`src/rtl/rtc_access_sched.sv`:
```
// Purpose: sequences DS1302-style transactions, arbitrating a periodic time poll against user time writes.
// Latency: a burst starts one cycle after arbitration; each step is ISSUE + WAIT_BUSY + WAIT_DONE (>= 3 cycles).
// Backpressure: the engine paces each step via eng_ready; wr_req is held until wr_ack; poll ticks merge while pending.
//
// Ports: clk/rst (sync, active-high); wr_req/wr_sec/wr_min/wr_hour -> wr_ack (write requester);
//        rd_sec/rd_min/rd_hour + time_valid (polled time); busy, err (sticky timeout);
//        eng_addr/eng_wdata/eng_send -> engine, eng_ready/eng_rdata <- engine.
// Optional: define RTC_WP_HANDLING_EN to wrap write bursts in write-protect clear/set steps.
module rtc_access_sched #(
    parameter int POLL_PERIOD = 25000000,
    parameter int TIMEOUT_CYC = 8192
) (
    input  logic       clk,
    input  logic       rst,
    input  logic       wr_req,
    input  logic [7:0] wr_sec,
    input  logic [7:0] wr_min,
    input  logic [7:0] wr_hour,
    output logic       wr_ack,
    output logic [7:0] rd_sec,
    output logic [7:0] rd_min,
    output logic [7:0] rd_hour,
    output logic       time_valid,
    output logic       busy,
    output logic       err,
    output logic [7:0] eng_addr,
    output logic [7:0] eng_wdata,
    output logic       eng_send,
    input  logic       eng_ready,
    input  logic [7:0] eng_rdata
);

    localparam int PCW = (POLL_PERIOD > 1) ? $clog2(POLL_PERIOD) : 1;
    localparam int TCW = $clog2(TIMEOUT_CYC + 1);
    localparam logic [PCW-1:0] POLL_MAX = PCW'(POLL_PERIOD - 1);
    localparam logic [TCW-1:0] TO_MAX   = TCW'(TIMEOUT_CYC - 1);
    localparam logic [2:0]     RD_LAST  = 3'd2;
`ifdef RTC_WP_HANDLING_EN
    localparam logic [2:0]     WR_LAST  = 3'd4;
`else
    localparam logic [2:0]     WR_LAST  = 3'd2;
`endif

    typedef enum logic [1:0] {IDLE, ISSUE, WAIT_BUSY, WAIT_DONE} state_t;

    state_t         state;
    logic [PCW-1:0] poll_cnt;
    logic           poll_pend;
    logic           poll_wrap;
    logic [TCW-1:0] to_cnt;
    logic           is_wr;
    logic [2:0]     step;
    logic [7:0]     lat_sec, lat_min, lat_hour;
    logic [7:0]     sh_sec, sh_min;

    assign poll_wrap = (poll_cnt == POLL_MAX);

    // {command byte, data byte} for a given burst kind and step index.
    function automatic logic [15:0] step_cmd(input logic wr, input logic [2:0] st,
                                             input logic [7:0] s, input logic [7:0] m,
                                             input logic [7:0] h);
        logic [2:0] t;
        step_cmd = 16'h0000;
        t = st;
        if (!wr) begin
            case (st)
                3'd0:    step_cmd = 16'h8100;
                3'd1:    step_cmd = 16'h8300;
                default: step_cmd = 16'h8500;
            endcase
        end else begin
`ifdef RTC_WP_HANDLING_EN
            t = st - 3'd1;
`endif
            case (t)
                3'd0:    step_cmd = {8'h80, s & 8'h7F};  // CH bit cleared so the oscillator runs
                3'd1:    step_cmd = {8'h82, m};
                default: step_cmd = {8'h84, h};
            endcase
`ifdef RTC_WP_HANDLING_EN
            if (st == 3'd0) step_cmd = 16'h8E00;
            if (st == 3'd4) step_cmd = 16'h8E80;
`endif
        end
    endfunction

    always_ff @(posedge clk) begin
        if (rst) begin
            state      <= IDLE;
            poll_cnt   <= '0;
            poll_pend  <= 1'b0;
            to_cnt     <= '0;
            is_wr      <= 1'b0;
            step       <= 3'd0;
            lat_sec    <= 8'h00;
            lat_min    <= 8'h00;
            lat_hour   <= 8'h00;
            sh_sec     <= 8'h00;
            sh_min     <= 8'h00;
            wr_ack     <= 1'b0;
            rd_sec     <= 8'h00;
            rd_min     <= 8'h00;
            rd_hour    <= 8'h00;
            time_valid <= 1'b0;
            busy       <= 1'b0;
            err        <= 1'b0;
            eng_addr   <= 8'h00;
            eng_wdata  <= 8'h00;
            eng_send   <= 1'b0;
        end else begin
            wr_ack     <= 1'b0;
            time_valid <= 1'b0;
            eng_send   <= 1'b0;

            poll_cnt <= poll_wrap ? '0 : poll_cnt + 1'b1;
            if (poll_wrap) poll_pend <= 1'b1;

            case (state)
                IDLE: begin
                    if (eng_ready && (wr_req || poll_pend)) begin
                        is_wr    <= wr_req;
                        step     <= 3'd0;
                        state    <= ISSUE;
                        busy     <= 1'b1;
                        eng_send <= 1'b1;
                        {eng_addr, eng_wdata} <= step_cmd(wr_req, 3'd0, wr_sec, wr_min, wr_hour);
                        if (wr_req) begin
                            lat_sec  <= wr_sec;
                            lat_min  <= wr_min;
                            lat_hour <= wr_hour;
                        end else begin
                            // A tick landing on the start edge is absorbed by this burst.
                            poll_pend <= poll_wrap;
                        end
                    end
                end
                ISSUE: begin
                    state  <= WAIT_BUSY;
                    to_cnt <= '0;
                end
                WAIT_BUSY: begin
                    if (!eng_ready) begin
                        state  <= WAIT_DONE;
                        to_cnt <= '0;
                    end else if (to_cnt == TO_MAX) begin
                        state <= IDLE;
                        busy  <= 1'b0;
                        err   <= 1'b1;
                    end else begin
                        to_cnt <= to_cnt + 1'b1;
                    end
                end
                WAIT_DONE: begin
                    if (eng_ready) begin
                        if (!is_wr && step == 3'd0) sh_sec <= eng_rdata;
                        if (!is_wr && step == 3'd1) sh_min <= eng_rdata;
                        if (step == (is_wr ? WR_LAST : RD_LAST)) begin
                            state <= IDLE;
                            busy  <= 1'b0;
                            if (is_wr) begin
                                wr_ack <= 1'b1;
                            end else begin
                                // Hours come straight from the bus so all three update together.
                                rd_sec     <= sh_sec & 8'h7F;
                                rd_min     <= sh_min;
                                rd_hour    <= eng_rdata;
                                time_valid <= 1'b1;
                            end
                        end else begin
                            step     <= step + 3'd1;
                            state    <= ISSUE;
                            eng_send <= 1'b1;
                            {eng_addr, eng_wdata} <= step_cmd(is_wr, step + 3'd1, lat_sec, lat_min, lat_hour);
                        end
                    end else if (to_cnt == TO_MAX) begin
                        state <= IDLE;
                        busy  <= 1'b0;
                        err   <= 1'b1;
                    end else begin
                        to_cnt <= to_cnt + 1'b1;
                    end
                end
                default: state <= IDLE;
            endcase
        end
    end

endmodule

```
`config.mk`:
```
export PLATFORM = sky130hd
export DESIGN_NAME = rtc_access_sched
export DESIGN_NICKNAME = d
export VERILOG_FILES = /design/src/rtl/rtc_access_sched.sv
export SDC_FILE = /design/constraint.sdc
export NUM_CORES = 1
export LEC_CHECK = 0
export ABC_AREA = 1
export CAP_MARGIN = 10
export CORE_MARGIN = 1
export CORE_UTILIZATION = 28
export DETAILED_ROUTE_END_ITERATION = 16
export DONT_BUFFER_PORTS = 1
export HOLD_SLACK_MARGIN = 0.1
export SLEW_MARGIN = 10
export SYNTH_ARGS = -nofsm -noshare
export SYNTH_HDL_FRONTEND = slang
export SYNTH_SLANG_ARGS = --single-unit
```
`constraint.sdc`:
```
create_clock -name clk -period 1.7 [get_ports clk]
set_input_delay 0.085 -clock clk [delete_from_list [all_inputs] [get_ports clk]]
set_output_delay 0.085 -clock clk [all_outputs]
set_load 0.005 [all_outputs]
```
==> results of run 1 <==
==> state kept, by name, summed over array words and instances (netlist names), 2 cells and up <==
name       cells
eng_wdata      8
rd_min         8
step           3
lat_min        8
state          2
rd_sec         7
sh_min         8
eng_addr       4
poll_cnt      25
rd_hour        8
lat_hour       8
lat_sec        7
to_cnt        14
sh_sec         7
==> power by group through the flow <==
stage | Sequential (µW) | Clock, µW | Combinational (µW)
floorplan | 3300 | 0 | 995
global placement | 3360 | 0 | 1420
detailed placement | 3360 | 0 | 1440
CTS | 3300 | 3890 | 1540
global route | 3330 | 4020 | 1830
finish | 3300 | 3810 | 1650
==> stage by stage <==
stage | util (%) | hold WS [ps]
after floorplan | - | 234
after global placement | 30.7 | 168
after detailed placement | 30.7 | 167
after CTS | 35.7 | -176
after global routing | 36.3 | 165
final | 36.3 | 130
==> worst register-to-register path, cell delays in order (launching register included) <==
cell and delay [ps]:
dfxtp_1 420, ha_2 260, xor2_2 280, nor2_2 70, buf_4 170, nand2_1 60, nand3_1 80, nand2_1 70
a21oi_1 70
==> final cells by class <==
class / count / area, µm² / share of cell area, %
inverter: 67 / 256 / 3.61
multi-input combinational: 577 / 2790 / 39.3
sequential: 124 / 2480 / 35.0
timing repair buffer: 60 / 611 / 8.60
tap: 265 / 332 / 4.67
clock buffer: 20 / 467 / 6.57
clock inverter: 12 / 161 / 2.27
==> Yosys cell counts, drive strengths merged <==
| library cell | number | area share [%] |
|---|---|---|
| xor2 | 8 | 1.2 |
| nand3b | 3 | 0.40 |
| a211oi | 1 | 0.13 |
| xnor2 | 6 | 0.93 |
| clkinv | 5 | 0.33 |
| or2 | 2 | 0.22 |
| conb | 1 | 0.067 |
| clkbuf | 10 | 0.67 |
| nor3 | 5 | 0.53 |
| nand3 | 53 | 4.9 |
| o21bai | 3 | 0.40 |
| o21ai | 56 | 5.1 |
| ha | 10 | 2.2 |
| a41oi | 1 | 0.16 |
| nor2 | 165 | 12 |
| buf | 22 | 2.4 |
| inv | 62 | 4.1 |
| dfxtp | 124 | 44 |
| nand4 | 15 | 1.8 |
| nand2 | 174 | 12 |
| a21oi | 69 | 6.2 |
| nor4 | 1 | 0.11 |
==> cell families after synthesis <==
group,after synthesis,share of synthesized area (%)
simple gates,418,31.8
compound gates,130,12.0
flops,124,44.1
buf+inv,99,7.56
xor+xnor,14,2.18
fa+ha+maj,10,2.22
other cells,1,0.0667
==> per-layer routing <==
metal  track usage (%)  share of wire, %  vias to the layer above
li1                  -                 -                     2662
met1              17.2                46                     2380
met2              22.0                47                      108
met3              4.60               5.4                        8
met4              4.93              0.80                        0
met5                 0                 0                        -
==> what timing repair did <==
action                     in CTS  in global routing
hold endpoints to repair      108                 26
cloned                          0                  1
setup endpoints to repair       2                 75
buffers inserted                0                  1
pin swaps                       0                  2
gates resized for setup         1                 21
hold buffers                   34                  1
==> how the worst max path moves through the flow <==
stage              from           end  slack [ps]  depth (start not counted)
2_1_floorplan  state[0]     to_cnt[6]         210                         10
3_3_place_gp    step[1]  eng_wdata[5]          60                          7
3_5_place_dp    step[1]  eng_wdata[3]          40                          7
4_1_cts        state[0]     to_cnt[6]          30                         10
5_1_grt        state[1]     sh_min[4]         -90                          8
6_report         wr_req  eng_wdata[2]          60                          5
==> metrics.txt, run 1 <==
Internal=6220 µW; worst-path maximum fanout=26; Die W=144 µm; Crit path max-delay family=buffers and inverters; final setup violating endpoints=0; DP Area=0.00601 mm²; peak supply drop=slightly below 0.0008 V; Synth Cell Area=0.00563 mm²; GRT Util Overall=roughly 14%; fmax=610 MHz; Die Area=between 0.02 and 0.025 mm²; Worst Min Path Start=wr_req; total core area=0.0196 mm²; Synth Warn #=0; sequential area share after synthesis=around 44%; PwrDens=about 1200 mW/mm²; PortBufs=0; final instance area=about 0.0071 mm²; cell mode on critical path=a21oi_1; clock latency on the worst-skew pair=420 ps; Critical Path Start Type=input port; total number of vias=5,158; Crit-path slowest cell=dlygate4sd3_1; clock skew=~17 ps; nets@finish=893; placed cell count=1,056; WP buf/inv=2; Longest Clk Path Bufs=2; post-route minimum period=between 1500 and 2000 ps; WP data arrival=1990 ps; pins over their slew limit=0; Hold Path Stages=5; RSZ-0062 raised after global routing=yes; global-route wire length before repair=22.3 mm; Rows=51; setup TNS after final layout=0 ps; LEAKAGE=between 0.002 and 0.003 µW; post-route ant nets=0; vias per cell=4.58; actual slew at the worst max-slew pin=approximately 1000 ps; GPL Wtd Cong=0.857; worst min-delay path class=input port to flop; DRT iter0 DRCs=approximately 300; fin crit share=96.4%; Initial Utilization=28.7%; DRT Pass-1 Iters=4; CP Capture Type=flop; Hold Crit Endpoint=is_wr; final hold vios=0; R2R cell count=8; CP Data Required Time=2050 ps; max-cap viol count=0; num ports=between 80 and 90; Combinational Power Share=between 10% and 20%; Yosys reg bits=124; commonest cells after routing, fill and taps aside=nand2_1 (163), nor2_1 (155), dfxtp_1 (122), a21oi_1 (67), inv_1 (52); Final Non-Filler Cells=1,125; clock-pin slew on the worst setup and hold paths=60 ps; CP peak stage delay=1190 ps; Sw Share=29.0%; share of cells above drive strength 1=11.9%; Root Buffer=clkbuf_16; CP Class=input port to flop; pre-CTS WS=roughly 36 ps; Inserted Diodes=0; CTS tree=done; Layout area overhead=26.2%; total grt overflow=0; H-tree depth=4; clock power share=43.5%; largest net degree at the start of global routing=50; TritonCTS buffer count=17; worst setup margin=60.7 ps; commonest non-fill, non-tap cell in the layout=nand2_1; Die H=144 µm; initial antenna violation count=0; R2R setup slack=100 ps; final WL=14.0 mm; clk sinks=between 100 and 150; Mean Syn Cell Area=a little over 7 µm²; DRC Markers=0; Netlist cell types=37; Synth Instances=approximately 800; Flop pwr share=37.7%; Filler cells=2,045; crit-path cells=dlygate4sd3_1 -> nand2_1 -> inv_1 -> a21oi_1 -> a21oi_1; routed length per placed instance=~12 µm; worst r2r src=step[1]; Tot Pwr=8750 µW; FF-to-FF End=eng_wdata[2]; Sw Pwr=between 2000 and 3000 µW; detailed-placement wirelength estimate=9.48 mm; outcome=completed; Slew headroom=33.2%; number of global-route vias before repair=between 4,000 and 5,000
Power figures use the tool's default switching activity.
==> run 2: changes to the inputs <==
--- a/config.mk
+++ b/config.mk
@@ -5,7 +5,7 @@
 export SDC_FILE = /design/constraint.sdc
 export NUM_CORES = 1
 export LEC_CHECK = 0
-export ABC_AREA = 1
+export ABC_AREA = 0
 export CAP_MARGIN = 10
 export CORE_MARGIN = 1
 export CORE_UTILIZATION = 28
==> run 2 against run 1 <==
The run now ends with negative setup slack left. Global-route usage is 1.0 points higher. Clock skew is 9.0 ps lower. Combinational power is 5% lower. First-iteration DRC count is 15% lower. Total power is 8.0% lower. Worst hold slack worse by 30 ps. Count of clock-buffer cells in the layout stayed put. Fmax is 11% lower. Via count is 0.87% higher. Cell area is 8.6% higher. Synthesized cell count is 16% lower. Area after synthesis is 3.6% lower.
==> metrics.txt, run 2 <==
max reg flops=25 (unchanged); pre-CTS WS=-227 ps (was 35.6 ps); Final Non-Filler Cells=1,053 (was 1,125); num ports=81 (unchanged); number of global-route vias before repair=4,929 (was 4,681); fin crit share=109% (was 96.4%); Yosys top cell by area=dfxtp_1 (unchanged); total number of vias=5,203 (was 5,158); Critical Path Start Type=flop (was input port); global-route wire length before repair=23.7 mm (was 22.3 mm); Die H=141 µm (was 144 µm); Initial Utilization=28.8% (was 28.7%); largest family of logic cells by synthesized area=simple AND/OR/NAND/NOR gates (unchanged); final WL=15.0 mm (was 14.0 mm); commonest cells after routing, fill and taps aside=nand2_1 (134), dfxtp_1 (114), a21oi_1 (84), buf_4 (81), dlygate4sd3_1 (34) (was nand2_1 (163), nor2_1 (155), dfxtp_1 (122), a21oi_1 (67), inv_1 (52)); Die W=141 µm (was 144 µm); compound-gate portion of the synthesized area=18.9% (was 12.0%); DRC Markers=0 (unchanged); Reg with most FFs=poll_cnt (unchanged); DP Area=0.00628 mm² (was 0.00601 mm²); Regs by FF count=poll_cnt x25, to_cnt x14 (unchanged); fmax=540 MHz (was 610 MHz); Crit-path slowest cell=or3b_2 (was dlygate4sd3_1); Layout area overhead=42.2% (was 26.2%); PortBufs=0 (unchanged); mux cell area share after synthesis=0.369% (was 0%); TritonCTS buffer count=17 (unchanged); LEAKAGE=0.00267 µW (was 0.00269 µW); routed length per placed instance=14.3 µm (was 12.5 µm); CP Data Required Time=2000 ps (was 2050 ps); Commonest cells post-synth=nand2_1 (138), dfxtp_1 (124), a21oi_1 (99) (was nand2_1 (166), nor2_1 (156), dfxtp_1 (124)); final hold vios=0 (unchanged); clk sinks=124 (unchanged); CP Capture Type=flop (unchanged); Yosys reg bits=124 (unchanged); Synth Cell Area=0.00542 mm² (was 0.00563 mm²); worst-path maximum fanout=9 (was 26); CP Class=flop to flop (was input port to flop); Mean Syn Cell Area=8.10 µm² (was 7.07 µm²); pins over their slew limit=0 (unchanged); clock latency on the worst-skew pair=420 ps (about the same); CTS tree=done (unchanged); final setup violating endpoints=26 (was 0); GRT Util Overall=14.8% (was 13.8%); final instance area=0.00771 mm² (was 0.00710 mm²); cell with the most instances after synthesis=nand2_1 (unchanged); Die Area=0.0199 mm² (was 0.0207 mm²); GPL Wtd Cong=0.774 (was 0.857); Adder-Cell Fraction of Synth Area=2.31% (was 2.22%); worst min-delay path class=input port to flop (unchanged); worst setup margin=-151 ps (was 60.7 ps); Synth Warn #=0 (unchanged); DRT Pass-1 Iters=5 (was 4); fin util=40.9% (was 36.3%); clock skew=8.39 ps (was 17.4 ps); detailed-placement wirelength estimate=9.57 mm (was 9.48 mm); H-tree depth=4 (unchanged); Synth Instances=669 (was 796); Post-synth EDFFs=0 (unchanged); Synth Area in Simple Gates=25.7% (was 31.8%); sequential area share after synthesis=45.8% (was 44.1%); ys async rst share=0% (unchanged); Inserted Diodes=0 (unchanged); PwrDens=1040 mW/mm² (was 1230 mW/mm²); CP peak stage delay=500 ps (was 1190 ps); failing checks=negative setup slack; Netlist cell types=54 (was 37); RSZ-0062 raised after global routing=yes (unchanged); WP data arrival=2150 ps (was 1990 ps); total core area=0.0188 mm² (was 0.0196 mm²); initial antenna violation count=0 (unchanged); crit-path cells=buf_4 -> or3b_2 -> o41ai_4 -> buf_6 -> clkbuf_16 -> a21oi_1 (was dlygate4sd3_1 -> nand2_1 -> inv_1 -> a21oi_1 -> a21oi_1); commonest non-fill, non-tap cell in the layout=nand2_1 (unchanged); vias per cell=4.94 (was 4.58); DRT iter0 DRCs=258 (was 304); total grt overflow=0 (unchanged); nets@finish=826 (was 893); outcome=complete, but fails checks (was completed); peak supply drop=0.000539 V (was 0.000788 V); synth top area cells=dfxtp_1 (46%), nand2_1 (9.6%), a21oi_1 (9.1%), nand3_1 (2.9%), nand4_1 (2.4%) (was dfxtp_1 (44%), nand2_1 (11%), nor2_1 (10%), a21oi_1 (6.0%), nand3_1 (4.5%)); post-route minimum period=1850 ps (was 1640 ps); clock-pin slew on the worst setup and hold paths=60 ps (about the same); largest net degree at the start of global routing=83 (was 50); Rows=50 (was 51); area share of the largest cell type after synthesis=45.8% (was 44.1%); share of cells above drive strength 1=26.5% (was 11.9%); max-cap viol count=0 (unchanged); post-route ant nets=0 (unchanged); XOR/XNOR Fraction of Synth Area=1.78% (was 2.18%); Longest Clk Path Bufs=2 (unchanged); ys flop type=dfxtp_1 (unchanged); placed cell count=972 (was 1,056); Root Buffer=clkbuf_16 (unchanged)
==> run 2: changes by cell type in the layout (fill, tap and decap cells not counted), moves of 13 or more <==
cell / delta
a21oi_1: +17
a21oi_2: +14
buf_4: +61
inv_1: -38
nand2_1: -29
nand3_1: -21
nor2_1: -131
o21ai_1: -27
or3_1: +13
==> run 2: final cells by class <==
cell class	count	area [µm²]
fill	1883	11100
multi-input combinational	487	3040
sequential	124	2500
timing repair buffer	134	1240
clock buffer	20	447
tap	260	325
clock inverter	12	91.3
inverter	16	60.1
==> run 2: final timing paths <==
path | start | endpoint | slack (ps) | cells past startpoint
worst max-delay path | poll_cnt[8] | poll_cnt[12] | -150 | 6
worst min-delay path | eng_ready | step[2] | 100 | 3
worst max register to register | poll_cnt[8] | poll_cnt[12] | -150 | 6
worst min register to register | sh_min[5] | rd_min[5] | 450 | 2
==> run 2: routing by layer <==
layer	part of all wire [%]	global-route usage, %	wire (µm)
met1	46	18.3	6920
met2	47	24.0	7130
met3	4.7	3.94	709
met4	1.9	6.81	280
met5	0	0	0
==> run 2: power breakdown <==
group / switching (µW) / total (µW) / internal, µW
logic: 822 / 1570 / 747
registers: 139 / 3210 / 3070
clock network: 1360 / 3270 / 1910
total: 2320 / 8050 / 5730
==> run 2: repair_timing <==
item,in CTS,in global routing
hold endpoints to repair,99,0
setup endpoints to repair,59,64
pin swaps,17,19
gates resized for setup,24,69
setup buffers,3,8
cloned,0,2
hold buffers,36,0
==> run 2: stage by stage <==
step / hold WS, ps / TNS [ps] / power (µW)
2_1_floorplan: 221 / -2030 / 3920
3_3_place_gp: 163 / -2700 / 4420
3_5_place_dp: 165 / -3760 / 4420
4_1_cts: 112 / -2070 / 7880
5_1_grt: 131 / -4270 / 8400
6_report: 99.2 / -2700 / 8050
==> run 2: logic make-up (layout without fill, tap and decap cells) <==
| logic type | Yosys count | in the layout |
|---|---|---|
| xor+xnor | 11 | 11 |
| buf+inv | 62 | 182 |
| flops | 124 | 124 |
| fa+ha+maj | 10 | 10 |
| simple gates | 286 | 286 |
| other cells | 1 | 5 |
| compound gates | 173 | 173 |
| mux | 2 | 2 |
==> run 2: worst max-delay path: cells and delay by family (launching register included) <==
| family | cells | cell delay [ps] |
|---|---|---|
| AO/OA/AOI/OAI | 2 | 440 |
| AND/OR/NAND/NOR | 1 | 500 |
| flip-flops | 1 | 310 |
| buffers and inverters | 3 | 480 |
